<file path="src/rtl/io_port_bank.sv">
// -----------------------------------------------------------------------------
// io_port_bank
//
// Memory-mapped I/O bank between a monocycle CPU datapath and external
// producers/consumers. Provides N_PORTS input channels (valid/ready) and
// N_PORTS output channels (valid/ack) of WIDTH bits each, plus a status
// register. CPU reads are combinational so a load completes in one cycle.
//
// Address map:
//   0 .. N_PORTS-1 : data channel i (read = input holding reg, write = output)
//   N_PORTS        : status {0.., out_valid[N-1:0], full[N-1:0]} (read only)
//   N_PORTS+1      : irq mask (only with IO_PORT_BANK_IRQ_EN), else reads 0
//   others         : read 0, writes ignored
//
// Ports:
//   clk        clock, all state changes on the rising edge
//   reset      asynchronous active-low reset
//   addr       CPU register select
//   rd_en      CPU read strobe; consumes the addressed FULL input channel
//   wr_en      CPU write strobe
//   wdata      CPU write data
//   rdata      CPU read data (combinational from addr)
//   in_data    input channel data, channel i at [i*WIDTH +: WIDTH]
//   in_valid   producer has data on channel i
//   in_ready   channel i holding register empty
//   out_data   registered output data, same packing as in_data
//   out_valid  channel i holds data not yet acknowledged
//   out_ack    consumer accepts channel i
//   irq        (IO_PORT_BANK_IRQ_EN only) registered OR of full & mask
//
// Optional feature macro: IO_PORT_BANK_IRQ_EN
// -----------------------------------------------------------------------------
module io_port_bank #(
    parameter int WIDTH   = 8,
    parameter int N_PORTS = 4,
    parameter int ADDR_W  = 3
) (
    input  logic                       clk,
    input  logic                       reset,
    input  logic [ADDR_W-1:0]          addr,
    input  logic                       rd_en,
    input  logic                       wr_en,
    input  logic [WIDTH-1:0]           wdata,
    output logic [WIDTH-1:0]           rdata,
    input  logic [N_PORTS*WIDTH-1:0]   in_data,
    input  logic [N_PORTS-1:0]         in_valid,
    output logic [N_PORTS-1:0]         in_ready,
    output logic [N_PORTS*WIDTH-1:0]   out_data,
    output logic [N_PORTS-1:0]         out_valid,
    input  logic [N_PORTS-1:0]         out_ack
`ifdef IO_PORT_BANK_IRQ_EN
    ,
    output logic                       irq
`endif
);

    localparam logic [ADDR_W-1:0] STATUS_ADDR = ADDR_W'(N_PORTS);
`ifdef IO_PORT_BANK_IRQ_EN
    localparam logic [ADDR_W-1:0] MASK_ADDR   = ADDR_W'(N_PORTS + 1);
`endif

    logic [N_PORTS-1:0]       full_vec;
    logic [N_PORTS*WIDTH-1:0] hold_flat;
    logic [WIDTH-1:0]         status_w;

    // -------------------------------------------------------------------------
    // Per-channel input and output state
    // -------------------------------------------------------------------------
    generate
        for (genvar gi = 0; gi < N_PORTS; gi++) begin : g_ch
            logic             sel;
            logic             full_q, full_d;
            logic [WIDTH-1:0] hold_q, hold_d;
            logic             oval_q, oval_d;
            logic [WIDTH-1:0] odat_q, odat_d;

            assign sel = (addr == ADDR_W'(gi));

            always_comb begin
                full_d = full_q;
                hold_d = hold_q;
                // Capture only while EMPTY; in_ready is ~full so a capture and
                // a consume can never coincide on one channel.
                if (!full_q && in_valid[gi]) begin
                    full_d = 1'b1;
                    hold_d = in_data[gi*WIDTH +: WIDTH];
                end else if (full_q && rd_en && sel) begin
                    full_d = 1'b0;  // captured data is kept for later reads
                end

                oval_d = oval_q;
                odat_d = odat_q;
                // A write beats a simultaneous ack so fresh data is never lost.
                if (wr_en && sel) begin
                    odat_d = wdata;
                    oval_d = 1'b1;
                end else if (out_ack[gi]) begin
                    oval_d = 1'b0;
                end
            end

            always_ff @(posedge clk or negedge reset) begin
                if (!reset) begin
                    full_q <= 1'b0;
                    hold_q <= '0;
                    oval_q <= 1'b0;
                    odat_q <= '0;
                end else begin
                    full_q <= full_d;
                    hold_q <= hold_d;
                    oval_q <= oval_d;
                    odat_q <= odat_d;
                end
            end

            assign full_vec[gi]                  = full_q;
            assign hold_flat[gi*WIDTH +: WIDTH]  = hold_q;
            assign out_valid[gi]                 = oval_q;
            assign out_data[gi*WIDTH +: WIDTH]   = odat_q;
        end
    endgenerate

    assign in_ready = ~full_vec;

    always_comb begin
        status_w                      = '0;
        status_w[N_PORTS-1:0]         = full_vec;
        status_w[2*N_PORTS-1:N_PORTS] = out_valid;
    end

`ifdef IO_PORT_BANK_IRQ_EN
    // -------------------------------------------------------------------------
    // Interrupt mask and registered interrupt
    // -------------------------------------------------------------------------
    logic [N_PORTS-1:0] mask_q, mask_d;
    logic               irq_q, irq_d;

    always_comb begin
        mask_d = mask_q;
        if (wr_en && (addr == MASK_ADDR)) begin
            mask_d = wdata[N_PORTS-1:0];
        end
        // Sampled from the registered flags, so irq lags a flag change by one
        // cycle.
        irq_d = |(full_vec & mask_q);
    end

    always_ff @(posedge clk or negedge reset) begin
        if (!reset) begin
            mask_q <= '0;
            irq_q  <= 1'b0;
        end else begin
            mask_q <= mask_d;
            irq_q  <= irq_d;
        end
    end

    assign irq = irq_q;
`endif

    // -------------------------------------------------------------------------
    // Combinational CPU read mux
    // -------------------------------------------------------------------------
    always_comb begin
        rdata = '0;
        for (int i = 0; i < N_PORTS; i++) begin
            if (addr == ADDR_W'(i)) begin
                rdata = hold_flat[i*WIDTH +: WIDTH];
            end
        end
        if (addr == STATUS_ADDR) begin
            rdata = status_w;
        end
`ifdef IO_PORT_BANK_IRQ_EN
        if (addr == MASK_ADDR) begin
            rdata = WIDTH'(mask_q);
        end
`endif
    end

endmodule

</file>
<file path="config.mk">
export PLATFORM = sky130hd
export DESIGN_NAME = io_port_bank
export DESIGN_NICKNAME = d
export VERILOG_FILES = /design/src/rtl/io_port_bank.sv
export SDC_FILE = /design/constraint.sdc
export NUM_CORES = 1
export LEC_CHECK = 0
export ABC_AREA = 1
export BUFFER_PORTS_ARGS = -buffer_cell sky130_fd_sc_hd__buf_2
export CAP_MARGIN = 20
export CORE_MARGIN = 8
export CORE_UTILIZATION = 54
export DETAILED_ROUTE_END_ITERATION = 16
export GPL_TIMING_DRIVEN = 0
export PLACE_DENSITY = 0.88
export SLEW_MARGIN = 20
export SYNTH_ARGS = -nofsm -noshare
export SYNTH_HDL_FRONTEND = slang
export SYNTH_SLANG_ARGS = --single-unit
export TNS_END_PERCENT = 10
</file>
<file path="constraint.sdc">
create_clock -name clk -period 3.18 [get_ports clk]
set_input_delay 0.636 -clock clk [delete_from_list [all_inputs] [get_ports clk]]
set_output_delay 0.636 -clock clk [all_outputs]
set_load 0.03 [all_outputs]
</file>
# Yosys cells after proc, flatten, opt, wreduce, memory -nomap -nowiden
# Cells that the tools add are included.
dict set report word_totals {
  elab_cells 71
  out_inout_bits 48
  inputBits 55
  reg_bits 72
}
dict set report op_classes {
  n_reduce_logical 29
  n_mux 21
  bitwise 1
  n_eq_ne 4
}
# operator count
set ops {}
lappend ops {{8-bit 2-to-1 mux} 5}
lappend ops {{1-bit logical AND} 16}
lappend ops {{1-bit 2-to-1 mux} 16}
lappend ops {{2-bit nonzero test} 8}
lappend ops {{3-bit by 2-bit equality test with 1-bit output, second input constant} 2}
lappend ops {{1-bit logical NOT} 4}
lappend ops {{4-bit NOT} 1}
lappend ops {{3-bit by 1-bit equality test with 1-bit output, second input constant} 1}
lappend ops {{3-bit equality test, second input constant} 1}
lappend ops {{3-bit logical NOT} 1}

# Logic depth before layout (Yosys ltp)
# Gate-level depths: netlist of run 1.
dict set report logic_depth {
  ltp_word 6
  ltp_mapped 6
  mapped_depth_nobuf 6
}

# Least setup slack after synthesis of run 1
# Ideal clock, no wire load.
dict set report synth_timing {
  path_kind {in2out}
  startpoint {input port addr[2]}
  endpoint {output port rdata[0]}
  setup_slack_ns 1.004
  path_buffers 1
  t_arrival_ns 1.540
  stages 6
  required_time_ns 2.544
  cell_sequence {clkinv_1 clkbuf_1 nand3_1 nand2_1 nor2_1 nand3_1}
}
dict set report synth_via {
  elab_chain_cells 6
  word_cells_on_any_way 10
  classes_between {4 x eq/ne; 5 x mux; 1 x reduce/logical}
}
# element line_no
set synth_rtl {}
lappend synth_rtl {{start: declaration} 40} ;# input logic [ADDR_W-1:0] addr,
lappend synth_rtl {{3-bit logical NOT} 167} ;# if (addr == ADDR_W'(i)) begin
lappend synth_rtl {{8-bit 2-to-1 mux (4 in series)} 167}
lappend synth_rtl {{8-bit 2-to-1 mux (*)} 171} ;# if (addr == STATUS_ADDR) begin
lappend synth_rtl {{end: declaration} 44} ;# output logic [WIDTH-1:0] rdata,
# Every way passes the cells marked *; elsewhere a longest branch is shown, timed or not.

# Worst setup path in the final report of run 1
dict set report layout_timing {
  startpoint {input port addr[2]}
  endpoint {output port rdata[1]}
}
# The elaborated chain is that of the path after synthesis.

==> metrics.txt, run 1 <==
global-route wire length before repair=13400 um; Max clock buf depth=2; initial DRC count=160; Die Span Y=90.9 um; DP Worst Slack=0.549 ns; nets@finish=477; Reg-to-Reg End=g_ch[2].hold_q[7]; drt pass-1 iters=4; diode count=0; wirelength, routed=8190 um; Synth Cell Area=0.00303 sq mm; Routed Antenna Nets=0; layout cells sized above 1=0.368; worst setup margin=0.519 ns; WP data arrival=2.03 ns; H-tree depth=3; minimum clock period=2.66 ns; CTS Root Cell=clkbuf_8; Peak VDD IR=449 uV; number of clock buffers inserted by TritonCTS=9; Sw Ratio=0.338; largest net degree at the start of global routing=40; Total GRT Usage=0.200; combinational group share of total power=0.301; Initial Util=0.554; clock share of power=0.284; Worst Path Max Fanout=10; P&R area growth vs syn=29.4%; CTS Hold Bufs=0; clk_skew=0.00469 ns; sequential share of power=0.415; power density over the cells=853 mW/mm^2; period utilization=0.837; Gates resized, CTS repair=0; syn_area_per_cell=9.85 sq um; Setup TNS=0 ns; worst slew pin tran=0.561 ns; Cell Int Power=2.22 mW; unrepaired setup endpoints after global routing=no; Crit path required time=2.54 ns; routability cong.=0.902; Distinct cells, synth=23; YS warnings=0; worst rel slew slack=0.624; DRC=0; Critical Path Sink=rdata[1]; latest clock arrival within the worst-skew pair=0.33 ns; Syn Nets=363; final count of hold timing violations=0; maximum operating frequency=376 MHz; Worst-path clk slew=0.08 ns; synthesized flop and latch total=72; CORE AREA=0.00547 sq mm; WL per Instance=16.4 um; register area share after synthesis=0.594; Total Die Area=0.00827 sq mm; Register-to-Register Path Depth=5; post-CTS setup buffers=0; fillers=430; hpwl dp=6290 um; final slew viol count=0; I/O pin count=103; CTS tree=done; Reg-to-Reg Start=g_ch[2].full_q; Cells after Synth=308; Switch Pwr=1.13 mW; chip width=90.9 um; endpoints failing setup=0; Vias/cell=5.25; CP startpoint=addr[2]; Worst Setup Path Type=input pin to output port; critical path endpoint category=output port; Sink Count=72; commonest non-fill, non-tap cell in the layout=buf_2; leakage=2.11 nW; routed vias=2618; R2R Setup Slk=1.87 ns; most frequent cells in the layout=buf_2, nand2_1, dfrtp_1; initial antenna violation count=0; Buffers on Ports=102; vias in the first global route=2823; # Max-Cap Violations=0; gr ovfl total=0; row count=27; Hold Path Class=input pin to asynchronous set/reset pin; Startpoint Class=input pin; status=finished, final reports clean
==> how the worst min path moves through the flow <==
stage	slack, ns	depth (start not counted)	from	end
after floorplan	0.34	0	reset	g_ch[0].full_q
after global placement	0.46	2	g_ch[1].odat_q[1]	g_ch[1].odat_q[1]
after detailed placement	0.47	2	g_ch[1].odat_q[4]	g_ch[1].odat_q[4]
after CTS	0.25	1	reset	g_ch[2].hold_q[4]
after global routing	0.27	1	reset	g_ch[2].hold_q[4]
final	0.24	1	reset	g_ch[0].hold_q[3]
==> cell families (layout without fill, tap and decap cells) <==
| group | Yosys count | in the layout | share of synthesized area |
|---|---|---|---|
| buffers and inverters | 38 | 157 | 0.0553 |
| and+or+nand+nor | 130 | 130 | 0.189 |
| AOI/OAI and AO/OA | 44 | 44 | 0.0726 |
| muxes | 24 | 24 | 0.0891 |
| DFF | 72 | 72 | 0.594 |
==> synth_stat cells <==
master	instances	area, sq um
dfrtp_1	72	1800
nand2_1	72	270
o21ai_0	28	140
inv_1	25	93.8
nor2_1	25	93.8
mux2_2	24	270
nand3_1	18	90.1
a21oi_1	8	40.0
nand4_1	8	50.1
o21ai_1	8	40.0
buf_4	4	30.0
clkbuf_1	4	15.0
nand3_2	2	20.0
buf_2	1	5.00
buf_6	1	11.3
clkbuf_2	1	5.00
clkinv_1	1	3.75
inv_2	1	3.75
nand2_4	1	11.3
nor2_2	1	6.26
nor3_1	1	5.00
nor3_2	1	10.0
nor3_4	1	16.3
==> metal layers <==
layer	wire length, um	GRT usage	vias to the layer above	part of all wire
li1	-	-	1231	-
met1	3120	0.220	1256	0.38
met2	4160	0.343	117	0.51
met3	751	0.0765	14	0.092
met4	159	0.0778	0	0.019
met5	0	0	-	0
==> power by group through the flow <==
stage | clock network (mW) | logic [mW] | registers, mW
after floorplan | 0 | 0.553 | 1.51
after global placement | 0 | 0.971 | 1.38
after detailed placement | 0 | 1.01 | 1.40
after CTS | 0.958 | 1.02 | 1.39
after global routing | 0.992 | 1.10 | 1.42
final | 0.950 | 1.01 | 1.39
==> sequential cells by signal, indices dropped and copies added (netlist names) <==
register	count
g_ch.hold_q	32
g_ch.odat_q	32
g_ch.oval_q	4
g_ch.full_q	4
==> worst max-delay path, cell delays in order <==
cell and delay [ns]:
buf_2 0.15, clkinv_1 0.27, nor3_2 0.51, nand2_1 0.09
nand3_1 0.14, buf_2 0.21
==> metrics by stage <==
step / cells / util / hold WS (ns) / area, sq um / total power, mW
after floorplan: 308 / - / 0.340 / 3030 / 2.06
after detailed placement: 483 / 0.668 / 0.469 / 3660 / 2.41
after global placement: 482 / 0.664 / 0.461 / 3630 / 2.35
after global routing: 499 / 0.717 / 0.274 / 3920 / 3.51
after CTS: 499 / 0.717 / 0.251 / 3920 / 3.36
final: 499 / 0.717 / 0.242 / 3920 / 3.35
==> cell type report <==
class	instances	area, sq um	share of cell area
clock buffer	10	138	0.0351
tap	72	90.1	0.0230
multi-input combinational	198	1060	0.271
timing repair buffer	103	533	0.136
sequential	72	1800	0.459
clock inverter	6	130	0.0332
buffer	11	66.3	0.0169
inverter	27	101	0.0258
(Power assumes the default switching activity.)
==> run 2: changes to the inputs <==
--- a/config.mk
+++ b/config.mk
@@ -9,10 +9,10 @@
 export BUFFER_PORTS_ARGS = -buffer_cell sky130_fd_sc_hd__buf_2
 export CAP_MARGIN = 20
 export CORE_MARGIN = 8
-export CORE_UTILIZATION = 54
+export CORE_UTILIZATION = 45
 export DETAILED_ROUTE_END_ITERATION = 16
 export GPL_TIMING_DRIVEN = 0
-export PLACE_DENSITY = 0.88
+export PLACE_DENSITY = 0.79
 export SLEW_MARGIN = 20
 export SYNTH_ARGS = -nofsm -noshare
 export SYNTH_HDL_FRONTEND = slang
==> constraint.sdc (replaced) <==
create_clock -name clk -period 2.2 [get_ports clk]
set_input_delay 0.44 -clock clk [delete_from_list [all_inputs] [get_ports clk]]
set_output_delay 0.44 -clock clk [all_outputs]
set_load 0.03 [all_outputs]
==> run 2 against run 1 <==
Critical path depth stayed put. Routed wire length is 1.0% higher. Flip-flop and latch count stayed put. Global-route usage is 2.3 points lower. Combinational power is 43% higher. Total power is 42% higher. Via count is 1.6% lower. Clock skew is 0.0023 ns higher. Final cell count is 1.6% higher. Cell area is 0.32% higher. Register-to-register slack worse by 0.96 ns. Worst hold slack worse by 0.22 ns. Largest cell class unchanged. Largest power group unchanged.
==> metrics.txt, run 2 (synthesis gave the netlist of run 1 again) <==
CTS Hold Bufs=0; met2 wire length=3830 um; DP Worst Slack=-0.0646 ns; Worst-path clk slew=0.08 ns; row count=30; Total GRT Usage=0.177; drt pass-1 iters=5; Buf/Inv on CP=3; number of clock buffers inserted by TritonCTS=9; clk_skew=0.00698 ns; Startpoint Class=input pin; critical path depth=6; Routed Antenna Nets=0; Buffers on Ports=102; initial DRC count=69; global-route wire length before repair=13500 um; Reg-to-Reg End=g_ch[2].hold_q[7]; vias in the first global route=2731; final count of hold timing violations=0; Peak VDD IR=565 uV; WL per Instance=16.3 um; Critical Path Sink=rdata[5]; layout cells sized above 1=0.375; routed vias=2575; # Max-Cap Violations=0; delay-heaviest family, CP=simple AND/OR/NAND/NOR gates; leakage=2.10 nW; Register-to-Register Path Depth=5; wirelength, routed=8270 um; most frequent CP cell=buf_2; CP startpoint=addr[1]; final slew viol count=0; Crit path required time=1.76 ns; most frequent cells in the layout=buf_2, dfrtp_1, nand2_1; max incr delay on CP=0.46 ns; largest net degree at the start of global routing=40; Total Die Area=0.00962 sq mm; H-tree depth=3; commonest non-fill, non-tap cell in the layout=buf_2; latest clock arrival within the worst-skew pair=0.35 ns; R2R Setup Slk=0.91 ns; WP data arrival=1.64 ns; Worst Setup Path Type=input pin to output port; Worst path slowest cell=nor3_4; fin area=0.00394 sq mm; met1 WL=3400 um; Hold Path Class=input pin to asynchronous set/reset pin; routability cong.=0.827; cell-by-cell trace of the critical path=buf_2, inv_2, nor3_4, nand2_1, nand3_1, buf_2; post-CTS setup buffers=0; P&R area growth vs syn=29.8%; combinational group share of total power=0.304; Sw Ratio=0.343; DRC=0; worst slew pin tran=0.511 ns; worst rel slew slack=0.658; status=finished, final reports clean; Worst Path Max Fanout=10; biggest regs=g_ch.hold_q x32, g_ch.odat_q x32; worst setup margin=0.120 ns; critical path endpoint category=output port; Sink Count=72; nets@finish=477; Initial Util=0.456; Reg-to-Reg Start=g_ch[2].full_q; initial antenna violation count=0; clock share of power=0.275; CTS tree=done; Switch Pwr=1.63 mW; CORE AREA=0.00664 sq mm; total chip power=4.75 mW; endpoints failing setup=0; power density over the cells=1210 mW/mm^2; sequential share of power=0.421; minimum clock period=2.08 ns; I/O pin count=103; maximum operating frequency=481 MHz; Vias/cell=5.08; gr ovfl total=0; diode count=0; Placed Instance Area=0.00367 sq mm; chip width=98.1 um; top metal layer carrying routed signals=met4; period utilization=0.946; hpwl dp=6350 um; CTS Root Cell=clkbuf_8; Max clock buf depth=2; Cell Int Power=3.12 mW; metal3 WL=867 um; Die Span Y=98.1 um; hold_ws=0.0269 ns
run 2: cell count changes in the layout (fill, tap and decap cells not counted):
cell / delta
bufinv_16: -1
nor3_4: +1
clkbuf_8: +1
clkbuf_2: +1
nor2_4: +1
clkbuf_1: -1
clkinv_1: -1
nor2_2: -1
nor3_2: -1
clkinvlp_4: +1
nand2_2: +1
nand2_1: -1
run 2: power groups by stage:
stage / combinational (mW) / sequential, mW / clock (mW)
after floorplan: 0.799 / 2.18 / 0
after global placement: 1.41 / 2.00 / 0
after detailed placement: 1.46 / 2.02 / 0
after CTS: 1.46 / 2.00 / 1.33
after global routing: 1.59 / 2.05 / 1.38
final: 1.44 / 2.00 / 1.31
run 2: layer usage:
layer,track usage,vias up
met5,0,-
met1,0.202,1219
met2,0.280,106
met4,0.0791,0
li1,-,1235
met3,0.0797,15
run 2: worst min-delay path by stage:
stage / cells after the start / startpoint / slack, ns / end
floorplan: 0 / reset / 0.14 / g_ch[0].full_q
global placement: 2 / g_ch[1].odat_q[3] / 0.46 / g_ch[1].odat_q[3]
detailed placement: 1 / reset / 0.41 / g_ch[0].hold_q[2]
CTS: 1 / reset / 0.03 / g_ch[0].hold_q[2]
global route: 1 / reset / 0.05 / g_ch[0].hold_q[2]
finish: 1 / reset / 0.03 / g_ch[0].hold_q[2]
run 2: what timing repair did:
| action | CTS | global route |
|---|---|---|
| setup endpoints to repair | 8 | 3 |
| resized for setup | 2 | 4 |
| cloned | 0 | 0 |
run 2: metrics by stage:
stage          instances   util  TNS [ns]
6_report             507  0.592         0
5_1_grt              507  0.592   -0.0115
3_3_place_gp         490  0.548   -0.0111
2_1_floorplan        308      -         0
3_5_place_dp         491  0.552    -0.177
4_1_cts              507  0.591         0
run 2: worst register-to-register path: cells and delay by family (launching register included):
kind / cells / cell delay, ns
flops: 1 / 0.38
buf+inv: 2 / 0.44
compound gates: 1 / 0.13
simple gates: 2 / 0.27
run 2: layout make-up:
type	count	area [sq um]
Clock inverter	5	103
Tap cell	80	100
Fill cell	609	2710
Multi-Input combinational cell	198	1080
Clock buffer	11	151
Sequential cell	72	1800
Inverter	27	103
Timing Repair Buffer	103	533
Buffer	11	67.6
==> run 3: changes to the inputs <==
--- a/config.mk
+++ b/config.mk
@@ -8,6 +8,7 @@
 export ABC_AREA = 1
 export BUFFER_PORTS_ARGS = -buffer_cell sky130_fd_sc_hd__buf_2
 export CAP_MARGIN = 20
+export CORE_ASPECT_RATIO = 1.5
 export CORE_MARGIN = 8
 export CORE_UTILIZATION = 45
 export DETAILED_ROUTE_END_ITERATION = 16
==> run 3 against run 2 <==
Sequential share of layout area is 0.49 points higher. Combinational power about the same. Flip-flop and latch count did not move. Clock skew fell by 0.00058 ns. Critical path depth is 2 higher. Critical endpoint is now rdata[7]. Core utilization increased by 0.39 points. Non-clock buffer count stayed put. Cell area fell by 1.0%. Clock power decreased by 12%. Total power shrank 3.4%. Fmax is 2.0% lower. Register-to-register slack hardly changed.
==> metrics.txt, run 3 (synthesis gave the netlist of run 1 again) <==
status=finished, final reports clean; endpoints failing setup=0; Sink Count=72; max incr delay on CP=0.32 ns; # Max-Cap Violations=0; sequential share of power=0.436; worst rel slew slack=0.678; I/O pin count=103; critical path endpoint category=output port; number of clock buffers inserted by TritonCTS=9; Sw Ratio=0.357; CORE AREA=0.00653 sq mm; combinational group share of total power=0.314; unrepaired setup endpoints after global routing=no; delay-heaviest family, CP=simple AND/OR/NAND/NOR gates; P&R area growth vs syn=28.4%; Total Die Area=0.00968 sq mm; initial DRC count=115; WP data arrival=1.68 ns; Total GRT Usage=0.172; Max clock buf depth=2; Peak VDD IR=685 uV; cell-by-cell trace of the critical path=buf_2, buf_2, nor2_2, nand3_1, nand2_1, nor2_1, nand3_1, buf_2; final slew viol count=0; minimum clock period=2.12 ns; routed vias=2531; wirelength, routed=8150 um; Vias/cell=5.03; Placed Instances=487; WL per Instance=16.2 um; hpwl dp=6330 um; power density over the cells=1180 mW/mm^2; latest clock arrival within the worst-skew pair=0.35 ns; Cell Int Power=2.95 mW; post-CTS setup buffers=0; Worst path slowest cell=nor2_2; Final Instance Count excl. Fillers=503; chip width=83.0 um; Die Span Y=117 um; Initial Util=0.464; maximum operating frequency=471 MHz; Worst-path clk slew=0.08 ns; layout cells sized above 1=0.372; DRC=0; most frequent CP cell=buf_2; Worst Setup Path Type=input pin to output port; leakage=2.08 nW; nets@finish=477; worst setup margin=0.0768 ns; Buffers on Ports=102; Core Util, Final=0.596; routability cong.=0.846; largest net degree at the start of global routing=38; most frequent cells in the layout=buf_2, dfrtp_1, nand2_1; DP Worst Slack=-0.0439 ns; CTS Root Cell=clkbuf_8; Startpoint Class=input pin; Crit path required time=1.76 ns; biggest regs=g_ch.hold_q x32, g_ch.odat_q x32; row count=36; initial antenna violation count=0; CTS tree=done; gr ovfl total=0; Routed Antenna Nets=0; Switch Pwr=1.64 mW; worst slew pin tran=0.481 ns; drt pass-1 iters=6; commonest non-fill, non-tap cell in the layout=buf_2; clock share of power=0.249; Buf/Inv on CP=3; H-tree depth=3; clk_skew=0.00640 ns; Hold Path Class=input pin to asynchronous set/reset pin; diode count=0; Worst Path Max Fanout=10; period utilization=0.965; global-route wire length before repair=13300 um; vias in the first global route=2781; final count of hold timing violations=0
==> run 3: cell types whose count changed in the layout (fill, tap and decap cells not counted), sizes merged <==
cell	before	now
bufinv	3	2
clkinv	2	4
clkbuf	16	15
==> run 3: per-layer routing <==
metal | global-route usage | routed length, um
met4 | 0.0847 | 243
met3 | 0.0740 | 666
met5 | 0 | 0
met1 | 0.183 | 3240
met2 | 0.286 | 4000
==> run 3: timing repair <==
| item | in CTS | in global routing |
|---|---|---|
| gates resized for setup | 2 | 2 |
| cloned | 0 | 0 |
| hold buffers | 0 | 0 |
| setup endpoints to repair | 2 | 8 |
==> run 3: through the flow <==
stage          total power [mW]  cell area (sq um)  hold WS (ns)  setup TNS [ns]
6_report                   4.59               3890        0.0302               0
5_1_grt                    4.88               3890        0.0486               0
4_1_cts                    4.63               3890        0.0367               0
3_5_place_dp               3.48               3660         0.428         -0.0439
3_3_place_gp               3.41               3640         0.461         -0.0354
2_1_floorplan              2.98               3030         0.144               0
==> run 3: worst paths after layout <==
kind                                   start                end  slack [ns]  cells past startpoint
setup / recovery                     addr[0]           rdata[7]        0.08                      8
setup reg to reg              g_ch[2].full_q  g_ch[2].hold_q[7]        0.91                      5
hold / removal                         reset  g_ch[3].odat_q[6]        0.03                      1
max in group asynchronous              reset  g_ch[0].odat_q[0]        1.61                      2
min in group clk                  out_ack[2]     g_ch[2].oval_q        0.25                      2
hold reg to reg            g_ch[2].odat_q[5]  g_ch[2].odat_q[5]        0.48                      2
==> run 3: layout make-up <==
type,instances,area (sq um)
Clock inverter,6,93.8
Sequential cell,72,1800
Clock buffer,10,128
Timing Repair Buffer,103,533
Buffer,11,66.3
Multi-Input combinational cell,198,1070
Fill cell,573,2640
Tap cell,76,95.1
Inverter,27,103
==> run 3: power by group through the flow <==
stage                     clock, mW  combinational, mW  sequential [mW]
after detailed placement          0               1.46             2.02
after floorplan                   0              0.799             2.18
final                          1.15               1.44             2.00
after global placement            0               1.41             2.00
after CTS                      1.17               1.46             2.00
after global routing           1.23               1.59             2.06
